--- src/rtl/aes_pkg.sv ---
// Shared AES datapath definitions: widths, byte/column types, the
// serializer FSM encoding and the ShiftRows source-byte lookup.
package aes_pkg;

   localparam int AES_STATE_W = 128;
   localparam int AES_COL_W   = 32;

   typedef logic [7:0] aes_byte_t;
   typedef logic [1:0] col_idx_t;

   typedef enum logic {
      SER_IDLE,
      SER_SEND
   } ser_state_e;

   // Source byte for (row, col) after ShiftRows: row r of output column c
   // comes from column (c + r) mod 4. Byte index is row + 4*column, which
   // the 2-bit wrap of col_idx_t turns into a simple concatenation.
   function automatic logic [3:0] shift_rows_byte_idx(input col_idx_t row,
                                                      input col_idx_t col);
      col_idx_t src_col;
      src_col = col + row;
      return {src_col, row};
   endfunction

endpackage

--- src/rtl/shift_rows_col_sel.sv ---
// Combinational column picker: selects one ShiftRows output column
// from a full 128-bit state, row 0 in the most significant byte.
module shift_rows_col_sel
   import aes_pkg::*;
(
   input  logic [AES_STATE_W-1:0] state,
   input  col_idx_t               col_idx,
   output logic [AES_COL_W-1:0]   col_out
);

   aes_byte_t state_bytes [16];

   // Unpack the state into bytes, byte 0 in the most significant position.
   always_comb begin
      for (int k = 0; k < 16; k++) begin
         state_bytes[k] = state[AES_STATE_W-1-8*k -: 8];
      end
   end

   // Gather the four row bytes of the requested column after ShiftRows.
   always_comb begin
      col_out = '0;
      for (int r = 0; r < 4; r++) begin
         col_out[AES_COL_W-1-8*r -: 8] =
            state_bytes[shift_rows_byte_idx(col_idx_t'(r), col_idx)];
      end
   end

endmodule

--- src/rtl/shift_rows_col_serializer.sv ---
// ShiftRows plus state-to-column serializer feeding MixColumns. A state
// is held in st_q and emitted as four columns, one per handshake, with
// the final-round tag travelling alongside.
module shift_rows_col_serializer
   import aes_pkg::*;
#(
   parameter int DATA_WIDTH = 128,
   parameter int COL_WIDTH  = DATA_WIDTH / 4
) (
   input  logic                  clk,
   input  logic                  rst_n,
   input  logic [DATA_WIDTH-1:0] state_in,
   input  logic                  state_valid,
   input  logic                  final_round_in,
   output logic                  state_ready,
   output logic [COL_WIDTH-1:0]  col_out,
   output logic                  col_valid,
   input  logic                  col_ready,
   output logic [1:0]            col_idx,
   output logic                  col_last,
   output logic                  final_round_out
);

   ser_state_e            fsm_q, fsm_d;
   logic [DATA_WIDTH-1:0] st_q;
   logic                  fr_q;
   col_idx_t              cnt_q;
   logic                  state_accept;
   logic                  col_accept;

   assign col_valid    = (fsm_q == SER_SEND);
   assign col_accept   = col_valid && col_ready;
   // Ready is combinational from col_ready so a new state can be taken on
   // the same edge the last column leaves, giving back-to-back streaming.
   assign state_ready  = (fsm_q == SER_IDLE) || ((cnt_q == 2'd3) && col_ready);
   assign state_accept = state_valid && state_ready;

   assign col_idx         = cnt_q;
   assign col_last        = (cnt_q == 2'd3);
   assign final_round_out = fr_q;

   // Column bytes are decoded purely from registered state and count.
   shift_rows_col_sel u_col_sel (
      .state   (st_q),
      .col_idx (cnt_q),
      .col_out (col_out)
   );

   // FSM state register.
   always_ff @(posedge clk or negedge rst_n) begin
      if (!rst_n) begin
         fsm_q <= SER_IDLE;
      end else begin
         fsm_q <= fsm_d;
      end
   end

   // Next state: leave IDLE on a new state, leave SEND after the last
   // column unless another state is accepted on that same handshake.
   always_comb begin
      fsm_d = fsm_q;
      case (fsm_q)
         SER_IDLE: if (state_accept) fsm_d = SER_SEND;
         SER_SEND: if (col_accept && (cnt_q == 2'd3) && !state_valid) fsm_d = SER_IDLE;
         default:  fsm_d = SER_IDLE;
      endcase
   end

   // Holding registers and column counter; the counter wraps 3 -> 0 so it
   // is already at zero for the next state, back-to-back or after IDLE.
   always_ff @(posedge clk or negedge rst_n) begin
      if (!rst_n) begin
         st_q  <= '0;
         fr_q  <= 1'b0;
         cnt_q <= '0;
      end else begin
         if (state_accept) begin
            st_q  <= state_in;
            fr_q  <= final_round_in;
            cnt_q <= '0;
         end else if (col_accept) begin
            cnt_q <= cnt_q + 2'd1;
         end
      end
   end

endmodule

--- config.mk ---
export PLATFORM = sky130hd
export DESIGN_NAME = shift_rows_col_serializer
export DESIGN_NICKNAME = d
export VERILOG_FILES = /design/src/rtl/aes_pkg.sv /design/src/rtl/shift_rows_col_sel.sv /design/src/rtl/shift_rows_col_serializer.sv
export SDC_FILE = /design/constraint.sdc
export NUM_CORES = 1
export LEC_CHECK = 0
export BUFFER_PORTS_ARGS = -buffer_cell sky130_fd_sc_hd__buf_2
export CAP_MARGIN = 20
export CORE_MARGIN = 3
export CORE_UTILIZATION = 52
export DETAILED_ROUTE_END_ITERATION = 8
export GPL_TIMING_DRIVEN = 0
export PLACE_DENSITY = 0.81
export SYNTH_ARGS = -nofsm -noshare
export SYNTH_HDL_FRONTEND = slang
export SYNTH_SLANG_ARGS = --single-unit
export TNS_END_PERCENT = 20
--- constraint.sdc ---
create_clock -name clk -period 2.2 [get_ports clk]
set_input_delay 0.22 -clock clk [delete_from_list [all_inputs] [get_ports clk]]
set_output_delay 0.22 -clock clk [all_outputs]
set_load 0.03 [all_outputs]
==> metrics.txt <==
outcome completed; commonest non-fill, non-tap cell in the layout buf_2; Hold WC Path Type in -> reg; flops & latches, synth approximately 130; largest net degree at the start of global routing 68; fill count ~760; # setup viols final 0; final core occ 0.7059; IO Pins approximately 170; f_max ~0.47 GHz; antenna-violating nets left 0; CTS buffer count 17; die height 112.6 µm; Rel. slew slack 0.5814; initial antenna violation count 0; commonest non-fill, non-tap cells in the layout buf_2 (167), dfrtp_1 (132), mux2_2 (119); Post-synth ARST share 1.000; share of layout cells above drive strength 1 0.7300; htree depth 4; Slew @ Worst Pin 0.6279 ns; core footprint between 10,000 and 15,000 µm²; DP HPWL about 9400 µm; crit start category flop; dpl cells between 600 and 700; DR vias/cell 5.380; total power draw about 14 mW; Port-buffer cells 170; GR Overflow Total 0; sequential area share after synthesis 0.5594; via count 3,642; synthesis-to-finish area growth 31.30%; Final min period 2.133 ns; site row count 38; first-pass GRT wire length around 22,000 µm; clk buf depth 2; die area approximately 13,000 µm²; Max Cap Viol 0; clk_skew around 0.0066 ns; Final Max Slew Viols 0; top cell type by total area after synthesis dfrtp_1; syn nets 463; Die Wd approximately 110 µm; count of cell types in the netlist 21; area taken by multi-input logic gates roughly 2300 µm²; CTS Sinks about 130; Cell Count, Final, Fillers Out between 600 and 700; Crit Path Max Fanout 10; YS warnings 0; register area around 3300 µm²; RSZ-0062 raised after global routing no; Pre-antenna DRT Iters 4; ANT cells 0; Mapped Area 5904 µm²; crit share post-route 0.9694; Top FF cell, synth dfrtp_1; Syn Inst Count around 330; initial core utilization 0.5376; Post-synth EDFFs 0; vias in the first global route 4,235; Worst Setup Path Type reg -> out; Worst Path Arrival between 1.5 and 2 ns; Leak Pwr ~3.7 nW; Reg clk slew, reported paths around 0.06 ns; CTS root buffer clkbuf_16; largest cells by area after synthesis dfrtp_1 (56%), mux2_2 (23%), mux4_2 (12%); WL per Instance around 20 µm; Nets approximately 660; power density relative to cell area roughly 1800 nW/µm²; Tot GR Track Use 0.2345; CP endpoint kind primary output; Final Hold Fails 0; Initial DRC Count 151; Avg Inst Size Synth 17.95 µm²; final WL ~14,000 µm; post-synth top area share 0.5594; Placer Congestion 0.7805; # DRC 0; Clock Latency Late Sink 0.43 ns; Max IR drop VDD roughly 1300 µV; CTS tree built; WP data required between 1.5 and 2 ns
## path summary, 6_finish.rpt
kind / to / from / slack (ns) / depth (start not counted)
setup reg to reg: st_q[73] / col_idx[0] / 0.38 / 6
hold reg to reg: st_q[68] / st_q[68] / 0.50 / 1
hold / removal: st_q[111] / state_in[111] / 0.02 / 2
max in group asynchronous: st_q[33] / rst_n / 1.11 / 3
min in group asynchronous: st_q[115] / rst_n / 0.36 / 2
setup / recovery: col_out[3] / col_idx[0] / 0.07 / 5
## cell usage after synthesis (2+ instances only)
library cell,n
buf_4,3
buf_12,11
o21ai_0,2
mux4_2,32
buf_6,2
nand2_1,3
buf_2,4
mux2_2,119
mux2_4,10
dfrtp_1,132
## state kept, by name, summed over array words and instances (netlist names)
name	cells
st_q	128
col_idx	2
col_valid	1
final_round_out	1
## cell type report
type                       instances  share of cell area
clock buffer                      19             0.05842
tap                              140             0.02260
multi-input combinational        175              0.2978
clock inverter                    13             0.02631
timing repair buffer             176              0.1215
sequential                       132              0.4261
buffer                            22             0.04729
## per-stage QoR
step / TNS (ns) / hold slack, ns / area (µm²) / setup slack [ns]
final: 0 / 0.02258 / 7752 / 0.06737
after global routing: 0 / 0.00007463 / 7752 / 0.005956
after CTS: 0 / 0.01183 / 7687 / 0.003884
after detailed placement: -1.665 / 0.2558 / 6964 / -0.2027
after global placement: -98.43 / 0.4516 / 6930 / -0.7464
after floorplan: 0 / -0.07559 / 5904 / 0.1794
## report_power, final
| group | switching, mW | internal [mW] | total [mW] |
|---|---|---|---|
| Clock | 1.07 | 2.07 | 3.14 |
| Sequential | 0.635 | 3.66 | 4.29 |
| Combinational | 3.06 | 3.15 | 6.21 |
## worst max-delay path, stage by stage, from the launching register on
cell and delay (ns):
dfrtp_1 0.41, ha_1 0.32, buf_6 0.14, buf_12 0.14, mux4_2 0.29, buf_4 0.18
## layer usage
layer  wire length [µm]  global-route usage  part of all wire
met3               1152              0.1003             0.084
met1               5272              0.2732              0.39
met4                150             0.06731             0.011
met5                  0                   0                 0
met2               7077              0.3973              0.52
## repair_timing
item,in CTS,in global routing
hold endpoints to repair,65,0
resized for setup,18,8
setup buffers,0,4
endpoints found under the setup margin,29,28
hold buffers,1,0
## cells by family after synthesis
kind of cell	count (synthesis)	synth area share
buffers and inverters	22	0.04958
DFF	132	0.5594
AOI/OAI and AO/OA	5	0.006995
adders and majority gates	1	0.002119
and+or+nand+nor	8	0.007416
muxes	161	0.3744
(Power assumes the default switching activity.)
